$ cat src/rtl/sr_latch_seq_pkg.sv
// sr_latch_seq_pkg: shared definitions for the gated SR latch sequencer.
//   state_e  - sequencer states (IDLE=0, SETUP=1, PULSE=2, HOLD=3)
//   OP_SET   - op value requesting a latch set
//   OP_RESET - op value requesting a latch reset
package sr_latch_seq_pkg;

  typedef enum logic [1:0] {
    IDLE  = 2'd0,
    SETUP = 2'd1,
    PULSE = 2'd2,
    HOLD  = 2'd3
  } state_e;

  localparam logic OP_SET   = 1'b1;
  localparam logic OP_RESET = 1'b0;

endpackage

$ cat src/rtl/sr_latch_seq_ctrl_rr_arb2.sv
// rr_arb2: two-requester round-robin arbiter (purely combinational).
// Ports:
//   req   [1:0] in  - request vector, bit n = requester n
//   ptr         in  - priority pointer, 0 favours requester 0, 1 favours requester 1
//   grant [1:0] out - one-hot grant (all zero when no request)
module rr_arb2 (
  input  logic [1:0] req,
  input  logic       ptr,
  output logic [1:0] grant
);

  always_comb begin
    grant = req;
    if (req == 2'b11) begin
      grant = ptr ? 2'b10 : 2'b01;
    end
  end

endmodule

$ cat src/rtl/sr_latch_seq_ctrl.sv
// sr_latch_seq_ctrl: drives a bank of gated SR latches with a fixed
// SETUP / PULSE / HOLD write sequence on behalf of two requesters.
// Optional feature macro: SR_LATCH_SEQ_READBACK_EN (checks lat_q[idx]
// against the written value in HOLD and flags err on mismatch).
// Parameters:
//   N_LATCH      - number of latches driven
//   PULSE_CYCLES - gate-enable width in clk cycles (1..15)
// Ports:
//   clk, rst            in  - clock (rising edge), synchronous active-high reset
//   req0/req1           in  - write request from requester 0/1
//   op0/op1             in  - 1 = set, 0 = reset
//   idx0/idx1           in  - target latch index
//   gnt0/gnt1           out - one-cycle grant pulse (during SETUP)
//   lat_c               out - per-latch gate enable, active-high
//   lat_s_n/lat_r_n     out - shared set/reset, active-low
//   lat_q               in  - latch Q readback
//   busy, done, err     out - status; done/err pulse in HOLD
module sr_latch_seq_ctrl
  import sr_latch_seq_pkg::*;
#(
  parameter  int unsigned N_LATCH      = 4,
  parameter  int unsigned PULSE_CYCLES = 2,
  localparam int unsigned IDX_W        = (N_LATCH > 1) ? $clog2(N_LATCH) : 1
) (
  input  logic               clk,
  input  logic               rst,
  input  logic               req0,
  input  logic               req1,
  input  logic               op0,
  input  logic               op1,
  input  logic [IDX_W-1:0]   idx0,
  input  logic [IDX_W-1:0]   idx1,
  output logic               gnt0,
  output logic               gnt1,
  output logic [N_LATCH-1:0] lat_c,
  output logic               lat_s_n,
  output logic               lat_r_n,
  input  logic [N_LATCH-1:0] lat_q,
  output logic               busy,
  output logic               done,
  output logic               err
);

  localparam logic [IDX_W:0] N_LIM   = (IDX_W+1)'(N_LATCH);
  localparam logic [3:0]     CNT_LD  = 4'(PULSE_CYCLES - 1);

  state_e             state_q, state_d;
  logic [3:0]         cnt_q, cnt_d;
  logic               ptr_q, ptr_d;
  logic               op_q, op_d;
  logic [IDX_W-1:0]   idx_q, idx_d;
  logic               gnt0_q, gnt0_d;
  logic               gnt1_q, gnt1_d;
  logic [N_LATCH-1:0] lat_c_q, lat_c_d;
  logic               lat_s_n_q, lat_s_n_d;
  logic               lat_r_n_q, lat_r_n_d;
  logic               busy_q, busy_d;
  logic               done_q, done_d;
  logic               err_q, err_d;

  logic [1:0]         grant;
  logic               win_op;
  logic [IDX_W-1:0]   win_idx;
  logic               idx_ok;
  logic [N_LATCH-1:0] lat_c_sel;
  logic               rb_bad;

  rr_arb2 u_arb (
    .req   ({req1, req0}),
    .ptr   (ptr_q),
    .grant (grant)
  );

  assign win_op  = grant[1] ? op1  : op0;
  assign win_idx = grant[1] ? idx1 : idx0;
  assign idx_ok  = ({1'b0, idx_q} < N_LIM);

  // Out-of-range indices leave every gate closed.
  always_comb begin
    lat_c_sel = '0;
    if (idx_ok) begin
      lat_c_sel[idx_q] = 1'b1;
    end
  end

`ifdef SR_LATCH_SEQ_READBACK_EN
  // Sampled on the edge leaving PULSE so the result lands in HOLD
  // together with done; the gate has been open for the whole pulse.
  assign rb_bad = idx_ok && (lat_q[idx_q] != op_q);
`else
  logic unused_lat_q;
  assign unused_lat_q = ^lat_q;
  assign rb_bad       = 1'b0;
`endif

  // Outputs are registered, so each branch computes the values that
  // will be visible during the state being entered.
  always_comb begin
    state_d   = state_q;
    cnt_d     = cnt_q;
    ptr_d     = ptr_q;
    op_d      = op_q;
    idx_d     = idx_q;
    gnt0_d    = 1'b0;
    gnt1_d    = 1'b0;
    lat_c_d   = '0;
    lat_s_n_d = lat_s_n_q;
    lat_r_n_d = lat_r_n_q;
    busy_d    = 1'b1;
    done_d    = 1'b0;
    err_d     = 1'b0;

    unique case (state_q)
      IDLE: begin
        busy_d    = 1'b0;
        lat_s_n_d = 1'b1;
        lat_r_n_d = 1'b1;
        if (grant != 2'b00) begin
          state_d   = SETUP;
          op_d      = win_op;
          idx_d     = win_idx;
          ptr_d     = grant[0];
          gnt0_d    = grant[0];
          gnt1_d    = grant[1];
          busy_d    = 1'b1;
          lat_s_n_d = (win_op != OP_SET);
          lat_r_n_d = (win_op != OP_RESET);
        end
      end
      SETUP: begin
        state_d = PULSE;
        cnt_d   = CNT_LD;
        lat_c_d = lat_c_sel;
      end
      PULSE: begin
        if (cnt_q == 4'd0) begin
          state_d = HOLD;
          done_d  = 1'b1;
          err_d   = !idx_ok || rb_bad;
        end else begin
          cnt_d   = cnt_q - 4'd1;
          lat_c_d = lat_c_sel;
        end
      end
      HOLD: begin
        state_d   = IDLE;
        busy_d    = 1'b0;
        lat_s_n_d = 1'b1;
        lat_r_n_d = 1'b1;
      end
      default: begin
        state_d   = IDLE;
        busy_d    = 1'b0;
        lat_s_n_d = 1'b1;
        lat_r_n_d = 1'b1;
      end
    endcase
  end

  always_ff @(posedge clk) begin
    if (rst) begin
      state_q   <= IDLE;
      cnt_q     <= '0;
      ptr_q     <= 1'b0;
      op_q      <= 1'b0;
      idx_q     <= '0;
      gnt0_q    <= 1'b0;
      gnt1_q    <= 1'b0;
      lat_c_q   <= '0;
      lat_s_n_q <= 1'b1;
      lat_r_n_q <= 1'b1;
      busy_q    <= 1'b0;
      done_q    <= 1'b0;
      err_q     <= 1'b0;
    end else begin
      state_q   <= state_d;
      cnt_q     <= cnt_d;
      ptr_q     <= ptr_d;
      op_q      <= op_d;
      idx_q     <= idx_d;
      gnt0_q    <= gnt0_d;
      gnt1_q    <= gnt1_d;
      lat_c_q   <= lat_c_d;
      lat_s_n_q <= lat_s_n_d;
      lat_r_n_q <= lat_r_n_d;
      busy_q    <= busy_d;
      done_q    <= done_d;
      err_q     <= err_d;
    end
  end

  assign gnt0    = gnt0_q;
  assign gnt1    = gnt1_q;
  assign lat_c   = lat_c_q;
  assign lat_s_n = lat_s_n_q;
  assign lat_r_n = lat_r_n_q;
  assign busy    = busy_q;
  assign done    = done_q;
  assign err     = err_q;

endmodule

$ cat config.mk
export PLATFORM = sky130hd
export DESIGN_NAME = sr_latch_seq_ctrl
export DESIGN_NICKNAME = d
export VERILOG_FILES = /design/src/rtl/sr_latch_seq_pkg.sv /design/src/rtl/sr_latch_seq_ctrl_rr_arb2.sv /design/src/rtl/sr_latch_seq_ctrl.sv
export SDC_FILE = /design/constraint.sdc
export NUM_CORES = 1
export LEC_CHECK = 0
export CORE_MARGIN = 1.5
export CORE_UTILIZATION = 46
export DETAILED_ROUTE_END_ITERATION = 12
export GPL_ROUTABILITY_DRIVEN = 0
export HOLD_SLACK_MARGIN = 0.1
export PLACE_DENSITY_LB_ADDON = 0.1
export SLEW_MARGIN = 20
export SYNTH_ARGS = -nofsm -noshare
export SYNTH_HDL_FRONTEND = slang
export SYNTH_HIERARCHICAL = 1
export SYNTH_SLANG_ARGS = --single-unit
$ cat constraint.sdc
create_clock -name clk -period 4.3 [get_ports clk]
set_clock_uncertainty 0.1 [all_clocks]
set_input_delay 0.86 -clock clk [delete_from_list [all_inputs] [get_ports clk]]
set_output_delay 0.86 -clock clk [all_outputs]
set_load 0.03 [all_outputs]
# After elaboration in Yosys (flattened, before gate mapping)
# Index checks and enable logic that the tools add are counted.
# totals
regBits	19
inputBits	14
# classes
eq_ne	7
add_sub_neg	1
reduce_logical	11
bitwise	4
n_lt_le_gt_ge	2
n_mux	20
# op_table
operator	count
$pmux 4 s2	2
$mux 2	5
$mux 4	2
$pmux 2 s4	1
$eq 2x2->1 const B	3
$mux 1	6
$ne 2x2->1 const B	3
$pmux 1 s2	3
$reduce_and 2->1	3
$reduce_bool 2->1	3
$logic_not 4->1	1
$not 1->1	4
$sub 4x1->4 const B	1
$lt 2x3->1 const B	1
$reduce_or 3->1	1
$demux 1 s2	1
$eq 2x1->1 const B	1
$ge 2x1->1 const B	1
$logic_not 2->1	1
$reduce_or 2->1	1
$logic_and 1x1->1	1

# Depth between registers and ports, before layout
# Gate-level depths: netlist (run 1).
# depth
depth_word	6
depth_mapped	6
depth_no_buf	5

# Modules after synthesis
# The synthesis (run 1) kept the hierarchy.
# modules_own_cells
mod	area_per_inst_um2	cells_per_inst	seq_area_each_um2	instances
sr_latch_seq_ctrl	865.8	88	380.4	1
rr_arb2	18.8	3	0.0	1

# Worst setup path before layout (run 1)
# OpenSTA, ideal clock, no wires.
# synth_timing
path_kind	in2reg
startpoint	input port req1
endpoint	register lat_r_n_q (netlist: lat_r_n)
stages	5
slack_ns	2.319
n_path_buf	1
t_required_ns	4.078
arrival_ns	1.759
path_cell_list	a21boi_1 > clkbuf_1 > mux2i_1 > nor4b_1 > o21bai_1
# synth_via
elab_chain_len	5
elab_cells_between_ends	6
cone_classes	eq/ne: 1; mux: 4; reduce/logical: 1
# synth_lines
item	line	rtl
from (decl)	sr_latch_seq_ctrl.sv:28	input logic req1,
$eq 2x2->1	sr_latch_seq_ctrl_rr_arb2.sv:14	if (req == 2'b11) begin
$mux 2 *	sr_latch_seq_ctrl_rr_arb2.sv:14	
$mux 1 / $reduce_bool 2->1 (equally long branches)	sr_latch_seq_ctrl.sv:74, sr_latch_seq_ctrl.sv:118	
$mux 1 *	sr_latch_seq_ctrl.sv:118	if (grant != 2'b00) begin
$pmux 1 s2 *	sr_latch_seq_ctrl.sv:113	unique case (state_q)
to (signal assigned)	sr_latch_seq_ctrl.sv:185	lat_r_n_q <= lat_r_n_d;
to (decl)	sr_latch_seq_ctrl.sv:56	logic lat_r_n_q, lat_r_n_d;
# Every way passes the cells marked *; elsewhere a longest branch is shown, timed or not.
# A chain may end at the register's enable or synchronous reset.

# Worst setup path after layout (run 1)
# layout_timing
startpoint	input port req1
endpoint	register state_q[0]
# layout_via
elab_chain_len	5
# layout_lines
item	line	rtl
$eq 2x2->1	sr_latch_seq_ctrl_rr_arb2.sv:14	
$mux 2 *	sr_latch_seq_ctrl_rr_arb2.sv:14	
via grant[1]	sr_latch_seq_ctrl.sv:61	logic [1:0] grant;
$reduce_bool 2->1 *	sr_latch_seq_ctrl.sv:118	
$ne 2x2->1 (no line) *	-	
$reduce_and 2->1 (no line) *	-	
to (signal assigned)	sr_latch_seq_ctrl.sv:176	state_q <= state_d;
to (decl)	sr_latch_seq_ctrl.sv:47	state_e state_q, state_d;
# The timed path passes the listed nets; every way through them passes the cells marked *.

==> results of run 1 <==
[sequential cells by signal, indices dropped and copies added, names as in the netlist, 2 cells and up]
register	count
cnt_q	4
state_q	2
lat_c	4
idx_q	2
[power breakdown]
part,switching [W],internal (W)
clock,0.0000548,0.0000347
combinational,0.000175,0.000134
sequential,0.0000291,0.000217
[worst max-delay path by stage]
stage	startpoint	slack, ns	to
floorplan	req1	2.32	lat_r_n
global placement	req1	1.61	state_q[0]
detailed placement	req1	1.58	lat_r_n
CTS	req1	1.92	state_q[0]
global route	req1	1.75	lat_r_n
finish	req1	1.92	state_q[0]
[logic make-up after synthesis]
group                    after synthesis
AO/OA/AOI/OAI                         21
adder cells (fa/ha/maj)                7
buffers and inverters                 10
flip-flops                            19
multiplexers                           5
other                                  1
AND/OR/NAND/NOR                       28
[Yosys cell counts, types with 2 or more instances]
library cell,count,share of area
sky130_fd_sc_hd__a21oi_1,5,0.028
sky130_fd_sc_hd__inv_1,6,0.025
sky130_fd_sc_hd__nor3_1,2,0.011
sky130_fd_sc_hd__nand2b_1,2,0.014
sky130_fd_sc_hd__mux2i_1,5,0.057
sky130_fd_sc_hd__clkbuf_1,2,0.0085
sky130_fd_sc_hd__nor2_1,7,0.030
sky130_fd_sc_hd__a21boi_1,2,0.017
sky130_fd_sc_hd__nor4_1,3,0.021
sky130_fd_sc_hd__o21ai_0,3,0.017
sky130_fd_sc_hd__ha_1,7,0.099
sky130_fd_sc_hd__dfxtp_1,19,0.43
sky130_fd_sc_hd__a211oi_1,3,0.025
sky130_fd_sc_hd__and3b_1,2,0.020
sky130_fd_sc_hd__o21bai_1,2,0.017
sky130_fd_sc_hd__nor2b_1,3,0.021
sky130_fd_sc_hd__nor4b_1,3,0.030
[cell usage in the layout, fill, tap and decap left out]
| cell type | Yosys | routed |
|---|---|---|
| sky130_fd_sc_hd__nor4b_1 | 3 | 3 |
| sky130_fd_sc_hd__nand2b_1 | 2 | 2 |
| sky130_fd_sc_hd__mux2i_1 | 5 | 5 |
| sky130_fd_sc_hd__ha_1 | 7 | 7 |
| sky130_fd_sc_hd__o21ai_0 | 3 | 3 |
| sky130_fd_sc_hd__dfxtp_1 | 19 | 19 |
| sky130_fd_sc_hd__a21boi_1 | 2 | 2 |
| sky130_fd_sc_hd__o31a_1 | 1 | 1 |
| sky130_fd_sc_hd__clkinv_2 | 0 | 1 |
| sky130_fd_sc_hd__nor2b_1 | 3 | 3 |
| sky130_fd_sc_hd__conb_1 | 1 | 1 |
| sky130_fd_sc_hd__nor3_1 | 2 | 2 |
| sky130_fd_sc_hd__o21bai_1 | 2 | 2 |
| sky130_fd_sc_hd__a211oi_1 | 3 | 3 |
| sky130_fd_sc_hd__a21oi_1 | 5 | 5 |
| sky130_fd_sc_hd__or4_1 | 1 | 1 |
| sky130_fd_sc_hd__clkdlybuf4s50_1 | 0 | 19 |
| sky130_fd_sc_hd__inv_1 | 6 | 6 |
| sky130_fd_sc_hd__nand3_1 | 1 | 1 |
| sky130_fd_sc_hd__a211oi_2 | 1 | 1 |
| sky130_fd_sc_hd__or3b_4 | 1 | 1 |
| sky130_fd_sc_hd__a211o_1 | 1 | 1 |
| sky130_fd_sc_hd__and3b_1 | 2 | 2 |
| sky130_fd_sc_hd__nand2_1 | 1 | 1 |
| sky130_fd_sc_hd__clkbuf_4 | 0 | 3 |
| sky130_fd_sc_hd__o31ai_1 | 1 | 1 |
| sky130_fd_sc_hd__nand4b_1 | 1 | 1 |
| sky130_fd_sc_hd__a22o_1 | 1 | 1 |
| sky130_fd_sc_hd__nor2_1 | 7 | 7 |
| sky130_fd_sc_hd__nor3b_1 | 1 | 1 |
| sky130_fd_sc_hd__o21a_1 | 1 | 1 |
| sky130_fd_sc_hd__nor4_1 | 3 | 3 |
[worst register-to-register path, stage by stage, from the launching register on]
cell                      delay (ns)
sky130_fd_sc_hd__dfxtp_1        0.35
sky130_fd_sc_hd__inv_1          0.14
sky130_fd_sc_hd__ha_1           0.38
sky130_fd_sc_hd__inv_1          0.12
sky130_fd_sc_hd__or4_1          0.54
sky130_fd_sc_hd__o31ai_1        0.07
[layer usage]
metal  GRT usage  up-vias  wire (um)
met2      0.2630       24        691
met3     0.06923        2         90
met5           0        -          0
met4     0.06667        0         14
li1            -      364          -
met1      0.2160      322        754
[area by class of cell]
type / instances / area [sq um]
well taps: 25 / 31.28
flip-flops and latches: 19 / 380.4
repair buffers: 19 / 190.2
clock buffers: 3 / 22.52
multi-input cells: 62 / 461.7
inverters: 6 / 22.52
clock inverters: 1 / 5.005
fillers: 167 / 650.6
[per-stage QoR]
stage,area [sq um],cells,total power [W],utilization
3_5_place_dp,1086,131,0.0005583,0.6156
6_report,1114,135,0.0006448,0.6312
3_3_place_gp,1086,131,0.0005519,0.6156
4_1_cts,1114,135,0.0006513,0.6312
2_1_floorplan,884.6,91,0.0004782,-
5_1_grt,1114,135,0.0007011,0.6312
==> results list, run 1 <==
- During synthesis, Yosys emitted a total of 6 warnings.
- The most used flip-flop cell after synthesis is sky130_fd_sc_hd__dfxtp_1.
- DP HPWL: 1182 um
* Number of synthesized flops with an enable pin: 0
- Compared with the post-synthesis result, the final layout area differs by 25.88%.
* Setup TNS after final layout: 0 ns
- Row count: 15
- The mapped netlist covers 884.6 sq um.
* Simple-gate area share of the yosys netlist: 0.1966
- Post-Route Hold Slack: 0.3883 ns
- Max transition margin: 0.6041
- Count of nets left with antenna violations after detail routing: 0
- Total power divided by cell area: 579.0 mW/mm^2
- For this run, the post-layout net count is 132.
- Chip Width: 46.85 um
- Routed Wire Length: 1551 um
- Buffers inserted to repair hold after CTS numbered 0.
- A synthesized cell averages 9.721 sq um.
- Die Ht: 46.85 um
* Fin crit period: 2.381 ns
* Data arrival at the endpoint of the critical path: 2.50 ns
- Critical path peak fanout: 6
* WL/cell: 11.49 um
- The final route contains 712 vias.
- Quantity of I/O buffers inserted on ports: 19
- The die covers 0.002195 sq mm.
- Number of H-tree levels: 1
- Summed over all layers, the global routing overflow is 0.
* Pleak: 0.4257 nW
- Together, buffers and inverters on the worst path number 1.
- Using the TritonRoute via totals, the vias-per-cell ratio works out to 5.274.
* Stages on worst setup path: 5
- Proportion of synthesized flip-flops having asynchronous set or reset: 0
- Clock sinks: 19
* Vias in the first global route: 627
* CP startpoint kind: input port
- Pre-CTS setup slack: 1.581 ns
- On the worst path, the slowest cell contributes a delay of 0.51 ns.
* Total of cells resized after clock tree synthesis: 0
- Cell type group with the largest total delay on the critical path: compound AO/OA/AOI/OAI gates
* Synthesized-area fraction occupied by adder cells: 0.09901
- The startpoint identified for the worst hold timing path is idx_q[1].
* Beginning of the worst register-to-register path: state_q[0]
- Number of design-rule violations left by the first detailed-router iteration: 7
- The tool flagged a number of max-cap violations equal to 0.
- Root Buffer Master: sky130_fd_sc_hd__clkbuf_4
* Core Box Area: 0.001764 sq mm
- For the worst flop-to-flop path, the logic depth is 5.
- Compound-gate portion of the synthesized area: 0.1655
- In this run the register-to-register setup slack is 2.52 ns.
- STA puts the critical path data required time at 4.42 ns.
* First-pass GRT wire length: 2608 um
- The signal on the critical path passes through clkdlybuf4s50_1, a21boi_1, nor2_1, a22o_1, a211oi_2.
* HP Class: reg -> reg
* Status: completed
- Achievable frequency: 420.0 MHz
- Postcts setup bufs: 0
* Worst-skew pair later-pin latency: 0.30 ns
- Yosys mapped the design onto 32 distinct sky130hd cell types.
- IR analysis of the VDD net gives a maximum drop of 340.0 uV.
- Synthesized Nets: 112
- Entering global routing, the biggest net connects 18 pins.
* Setup violation total in the final timing report: 0
- Crit path capture type: flop
* Number of hold violations in the final report: 0
- After layout, the worst setup slack is 1.919 ns.
- The worst hold path terminates at lat_c[3].
- Hold depth: 2
- Number of antenna violations at the first check in global routing: 0
- RSZ-0062 raised after global routing: no
- FF+latch count, synth: 19
- Dominant combinational cell family by area after synthesis: simple AND/OR/NAND/NOR gates
- Of the cells placed in the final design, the portion with a size suffix greater than 1 is 0.05455.
- Xor and xnor area share after synthesis: 0
- Maximum clock insertion buffer count: 2
* Number of inserted diodes: 0
- Dividing the final minimum period by the clock period gives 0.5537.
- CTS tree: built
- Reg-to-reg critical path endpoint: cnt_q[1]
* GRT Resource Usage Total: 0.1715
* Actual transition at the worst max-transition pin: 0.5925 ns
- Count of final max-slew check failures: 0
* I/O Pins: 25
- Among all stages on the critical path, the largest delay is contributed by sky130_fd_sc_hd__a21boi_1.
- Gate count of the mapped netlist: 91
- After synthesis, the share of cell area in mux cells is 0.05658.
- The first detailed-routing pass took 4 iterations.
* Post-synthesis sequential area ratio: 0.4300
- Num CTS Buffers: 3
- The critical path is of the in -> reg type.
- Clock slew seen by the registers of the worst setup and hold paths: 0.10 ns
- The initial utilization of the core area, before any placement, comes to 0.5014.
- Remaining design rule violation count: 0
Note: power is estimated with default switching activity, not from simulation.
==> inputs of run 2 (changes only) <==
==> constraint.sdc (replaced) <==
create_clock -name clk -period 2.35 [get_ports clk]
set_clock_uncertainty 0.1 [all_clocks]
set_input_delay 0.47 -clock clk [delete_from_list [all_inputs] [get_ports clk]]
set_output_delay 0.47 -clock clk [all_outputs]
set_load 0.03 [all_outputs]
==> results list, run 2 (synthesized netlist as in run 1, its figures left out) <==
- First-pass detailed-route iteration total: 4
* Setup TNS after final layout: 0 ns
- Measured along the x axis, the die boundary spans 46.85 um.
* Clock slew seen by the registers of the worst setup and hold paths: 0.11 ns
- For this block, the initial DRC count from the detailed router was 10.
* DP HPWL: 1219 um
* CP startpoint kind: flop
- The die is 46.85 um tall.
- Clock tree synthesis found a total of 19 sinks.
- Number of hold violations in the final report: 0
- The longest clock path from root to sink contains 2 buffers.
- Along the worst path, the maximum fanout reaches 2.
- The number of slew-limit violations in the final report is 0.
- The run finished with clean final reports.
* Vias in the first global route: 626
- Number of maximum-capacitance constraint violations: 0
- For this run, the total global-route usage over all layers was measured as 0.1794.
* Postcts setup bufs: 0
- 25 I/O pins were placed.
- In this run the tool buffered the top-level ports with 19 buffer cells.
- The number of buffers and inverters on the critical path is 1.
- In this design, the stage delay of the slowest critical-path cell is 0.68 ns.
* Number of inserted filler cells in the final layout: 151
- Routed Wire Length: 1582 um
* Fraction of power spent switching nets: 0.4063
* Cell type group with the largest total delay on the critical path: buffers and inverters
* Number of nets in the finished design: 134
* Total of cells resized after clock tree synthesis: 0
- The first global-routing pass estimated 2704 um of wire.
* Switching pwr: 0.0004857 W
- The internal portion of the total power is 0.0007099 W.
* Combinational share of power: 0.480
- Setup violation total in the final timing report: 0
* Root Buffer Master: sky130_fd_sc_hd__clkbuf_4
- WP data required: 1.78 ns
- Vias/cell: 5.190
- HP Class: reg -> reg
* Initial standard-cell utilization of the core: 0.5014
- Category of the critical setup timing path: reg -> out
- Relative to the synthesized area, the layout overhead comes to 27.58%.
- Largest vdd supply drop: 557.8 uV
- Die area: 0.002195 sq mm
* RSZ-0062 raised after global routing: no
- Number of antenna violations at the first check in global routing: 0
* Count of nets left with antenna violations after detail routing: 0
- Summed over all layers, the global routing overflow is 0.
* Row count: 15
* Data arrival at the endpoint of the critical path: 1.33 ns
- The core region is 0.001764 sq mm.
- Derived from the worst setup path, the maximum achievable clock frequency is 526.4 MHz.
- The number of hold buffers added after CTS was 0.
- The slowest stage of the critical path is the sky130_fd_sc_hd__clkdlybuf4s50_1 cell.
- Of the available clock period, the critical path in the final layout requires 0.8084.
- WL/cell: 11.55 um
- Num CTS Buffers: 3
* Most frequent cells in the layout: sky130_fd_sc_hd__dfxtp_1, sky130_fd_sc_hd__clkdlybuf4s50_1, sky130_fd_sc_hd__nor2_1, sky130_fd_sc_hd__ha_1, sky130_fd_sc_hd__inv_1
- Dividing total power by cell area gives a power density of 1059 mW/mm^2.
- Pleak: 0.4356 nW
- Portion of total power attributed to sequential cells: 0.379
- Clock latency on the worst-skew pair, taken at its later pin, is 0.30 ns.
- Fin crit period: 1.900 ns
- CTS built an H-tree with a depth of 1.
* Clock power share: 0.141
- Crit path capture type: output pin
* Via count: 711
- Remaining design rule violation count: 0
- The critical path goes through clkdlybuf4s50_1.
- Number of inserted diodes: 0
- Summing internal, switching and leakage power gives 0.001196 W.
- TritonCTS built the clock tree.
- Pin count of the biggest net entering global routing: 12
- Share of cells above drive strength 1: 0.07143
[run 2: area by class of cell]
cell class	count	area, sq um	area share
inverters	6	22.52	0.01996
multi-input cells	62	461.7	0.4091
repair buffers	21	205.2	0.1818
clock inverters	1	5.005	0.004435
flip-flops and latches	19	380.4	0.3370
clock buffers	3	22.52	0.01996
well taps	25	31.28	0.02772
[run 2: stage by stage]
stage / worst slack (ns) / util / instance area (sq um) / std cells / hold slack (ns)
2_1_floorplan: 0.7590 / - / 884.6 / 91 / 0.3489
3_3_place_gp: 0.2713 / 0.6241 / 1101 / 133 / 0.3864
3_5_place_dp: 0.2650 / 0.6241 / 1101 / 133 / 0.3850
4_1_cts: 0.4433 / 0.6397 / 1129 / 137 / 0.4049
5_1_grt: 0.4045 / 0.6397 / 1129 / 137 / 0.4280
6_report: 0.4502 / 0.6397 / 1129 / 137 / 0.4003
[run 2: path summary, 6_finish.rpt]
check,startpoint,to,slack [ns],cells after the start
worst max-delay path,lat_r_n,lat_r_n,0.45,1
worst min-delay path,idx_q[1],lat_c[3],0.40,2
worst max register to register,state_q[0],cnt_q[1],0.55,5
worst min register to register,idx_q[1],lat_c[3],0.40,2
[run 2: routing by layer]
metal	vias to the layer above	GRT usage	share of wire
met5	-	0	0
met1	324	0.2465	0.52
met2	18	0.2521	0.40
li1	365	-	-
met4	0	0.07222	0.018
met3	4	0.06923	0.059
[run 2: power by group through the flow]
stage | registers [W] | clock network, W | logic (W)
detailed placement | 0.000461 | 0 | 0.000571
global placement | 0.000458 | 0 | 0.000562
global route | 0.000465 | 0.000190 | 0.000645
finish | 0.000453 | 0.000169 | 0.000573
floorplan | 0.000509 | 0 | 0.000366
CTS | 0.000453 | 0.000177 | 0.000574
==> inputs of run 3 (changes only) <==
==> constraint.sdc (replaced) <==
create_clock -name clk -period 1.86 [get_ports clk]
set_clock_uncertainty 0.1 [all_clocks]
set_input_delay 0.372 -clock clk [delete_from_list [all_inputs] [get_ports clk]]
set_output_delay 0.372 -clock clk [all_outputs]
set_load 0.03 [all_outputs]
==> results list, run 3 (synthesized netlist as in run 1, its figures left out) <==
* Pre-CTS setup slack: -0.1003 ns
- Counting every sink on the clock net gives 19.
* DP HPWL: 1289 um
- WL/cell: 11.47 um
- Leaving out filler cells and counting taps, the final layout contains 142.
- For the final routed database, the setup TNS stands at 0 ns.
* Clock slew seen by the registers of the worst setup and hold paths: 0.11 ns
- Buffers inserted during clock tree synthesis total 3.
- VDD sags by at most 762.4 uV.
* Count of final max-slew check failures: 0
* Cell chain of the critical path: clkdlybuf4s50_1
- Worst-skew pair later-pin latency: 0.30 ns
- Count of nets left with antenna violations after detail routing: 0
* Remaining design rule violation count: 0
- Critical path peak fanout: 2
- In this run the horizontal extent of the chip is 46.85 um.
- P&R area growth vs syn: 31.82%
* Number of H-tree levels: 1
* Vias in the first global route: 654
- Achievable frequency: 558.7 MHz
- Number of inserted diodes: 0
- The hold violation total from the final report is 0.
* Number of buffers and inverters on the critical path: 1
- Via count: 729
- Die area: 0.002195 sq mm
- Setup ws final: 0.07022 ns
- Number of nets in the finished design: 139
* First-pass detailed-route iteration total: 4
- Of the available clock period, the critical path in the final layout requires 0.9622.
- Number of design-rule violations left by the first detailed-router iteration: 13
* Postcts setup bufs: 0
* Pleak: 0.4609 nW
- Pin count of the biggest net entering global routing: 12
- Initial standard-cell utilization of the core: 0.5014
- GRT Resource Usage Total: 0.1802
- CP startpoint kind: flop
- Data on the critical path is required at its endpoint by 1.39 ns.
- Setup violations remaining at the end of the flow were counted as 0.
- Setup slack, reg-to-reg: 0.18 ns
- TritonCTS built the clock tree.
* Data arrival at the endpoint of the critical path: 1.32 ns
- Counting tap cells, the placed design contains a total of 138 instances.
- The floorplan step defined a core boundary enclosing 0.001764 sq mm.
- HP Class: reg -> reg
- The critical path in this run is classified as reg -> out.
- Root Buffer Master: sky130_fd_sc_hd__clkbuf_4
- For this design, the slowest cell found on the critical path is sky130_fd_sc_hd__clkdlybuf4s50_1.
- The first global-routing pass estimated 2815 um of wire.
- In this run the deepest clock path goes through 2 buffers.
* Most frequent cells in the layout: sky130_fd_sc_hd__dfxtp_1, sky130_fd_sc_hd__clkdlybuf4s50_1, sky130_fd_sc_hd__nor2_1, sky130_fd_sc_hd__ha_1, sky130_fd_sc_hd__buf_4
* Die Ht: 46.85 um
- Cell Area, Placed: 0.001139 sq mm
* Vias/cell: 5.134
- I/O Pins: 25
- Of the cells placed in the final design, the portion with a size suffix greater than 1 is 0.1111.
- Setup repair after global routing left no endpoint under its margin.
- Cell type group with the largest total delay on the critical path: buffers and inverters
- For this block, the routed nets add up to 1629 um of wire.
- The floorplan has 15 rows.
- Summed over all layers, the global routing overflow is 0.
* Number of antenna violations at the first check in global routing: 0
- CTS hold repair buffers: 0
- Fin crit period: 1.790 ns
- Dividing total power by cell area gives a power density of 1323 mW/mm^2.
* Largest stage delay, worst path: 0.67 ns
- Post-CTS repair changed the size of 0 cells.
- Number of maximum-capacitance constraint violations: 0
- Status: completed
* Quantity of I/O buffers inserted on ports: 19
- Final instance area: 0.001166 sq mm
* Crit path capture type: output pin
## run 3: layout make-up
class | count | area, sq um
inverters | 6 | 22.52
multi-input cells | 62 | 461.7
well taps | 25 | 31.28
clock buffers | 3 | 22.52
flip-flops and latches | 19 | 380.4
repair buffers | 26 | 242.7
clock inverters | 1 | 5.005
fillers | 159 | 598.1
## run 3: tightest hold or removal path: stages (launching register included)
cell	delay (ns)
sky130_fd_sc_hd__dfxtp_1	0.35
sky130_fd_sc_hd__nand2_1	0.06
sky130_fd_sc_hd__nor3_1	0.04
## run 3: worst paths after layout
path | endpoint | from | cells after the start
worst min register to register | lat_c[3] | idx_q[1] | 2
worst max-delay path | lat_r_n | lat_r_n | 1
worst max register to register | state_q[0] | cnt_q[0] | 5
worst min-delay path | lat_c[3] | idx_q[1] | 2
## run 3: power breakdown
part | total, W | leakage [nW] | internal, W | switching (W)
clock network | 0.000206 | 0.0177 | 0.0000801 | 0.000126
logic | 0.000763 | 0.288 | 0.000344 | 0.000420
registers | 0.000573 | 0.156 | 0.000502 | 0.0000707
## run 3: metal layers
metal	vias up	routed length (um)	GRT usage
li1	379	-	-
met1	331	839	0.2371
met2	15	706	0.2932
met3	4	56	0.03462
met4	0	27	0.06667
met5	-	0	0
## run 3: stage by stage
stage,power [W],util,hold slack (ns)
floorplan,0.001105,-,0.3489
global placement,0.001318,0.6454,0.3682
detailed placement,0.001341,0.6454,0.3664
CTS,0.001548,0.6610,0.3693
global route,0.001671,0.6610,0.3937
finish,0.001542,0.6610,0.3781
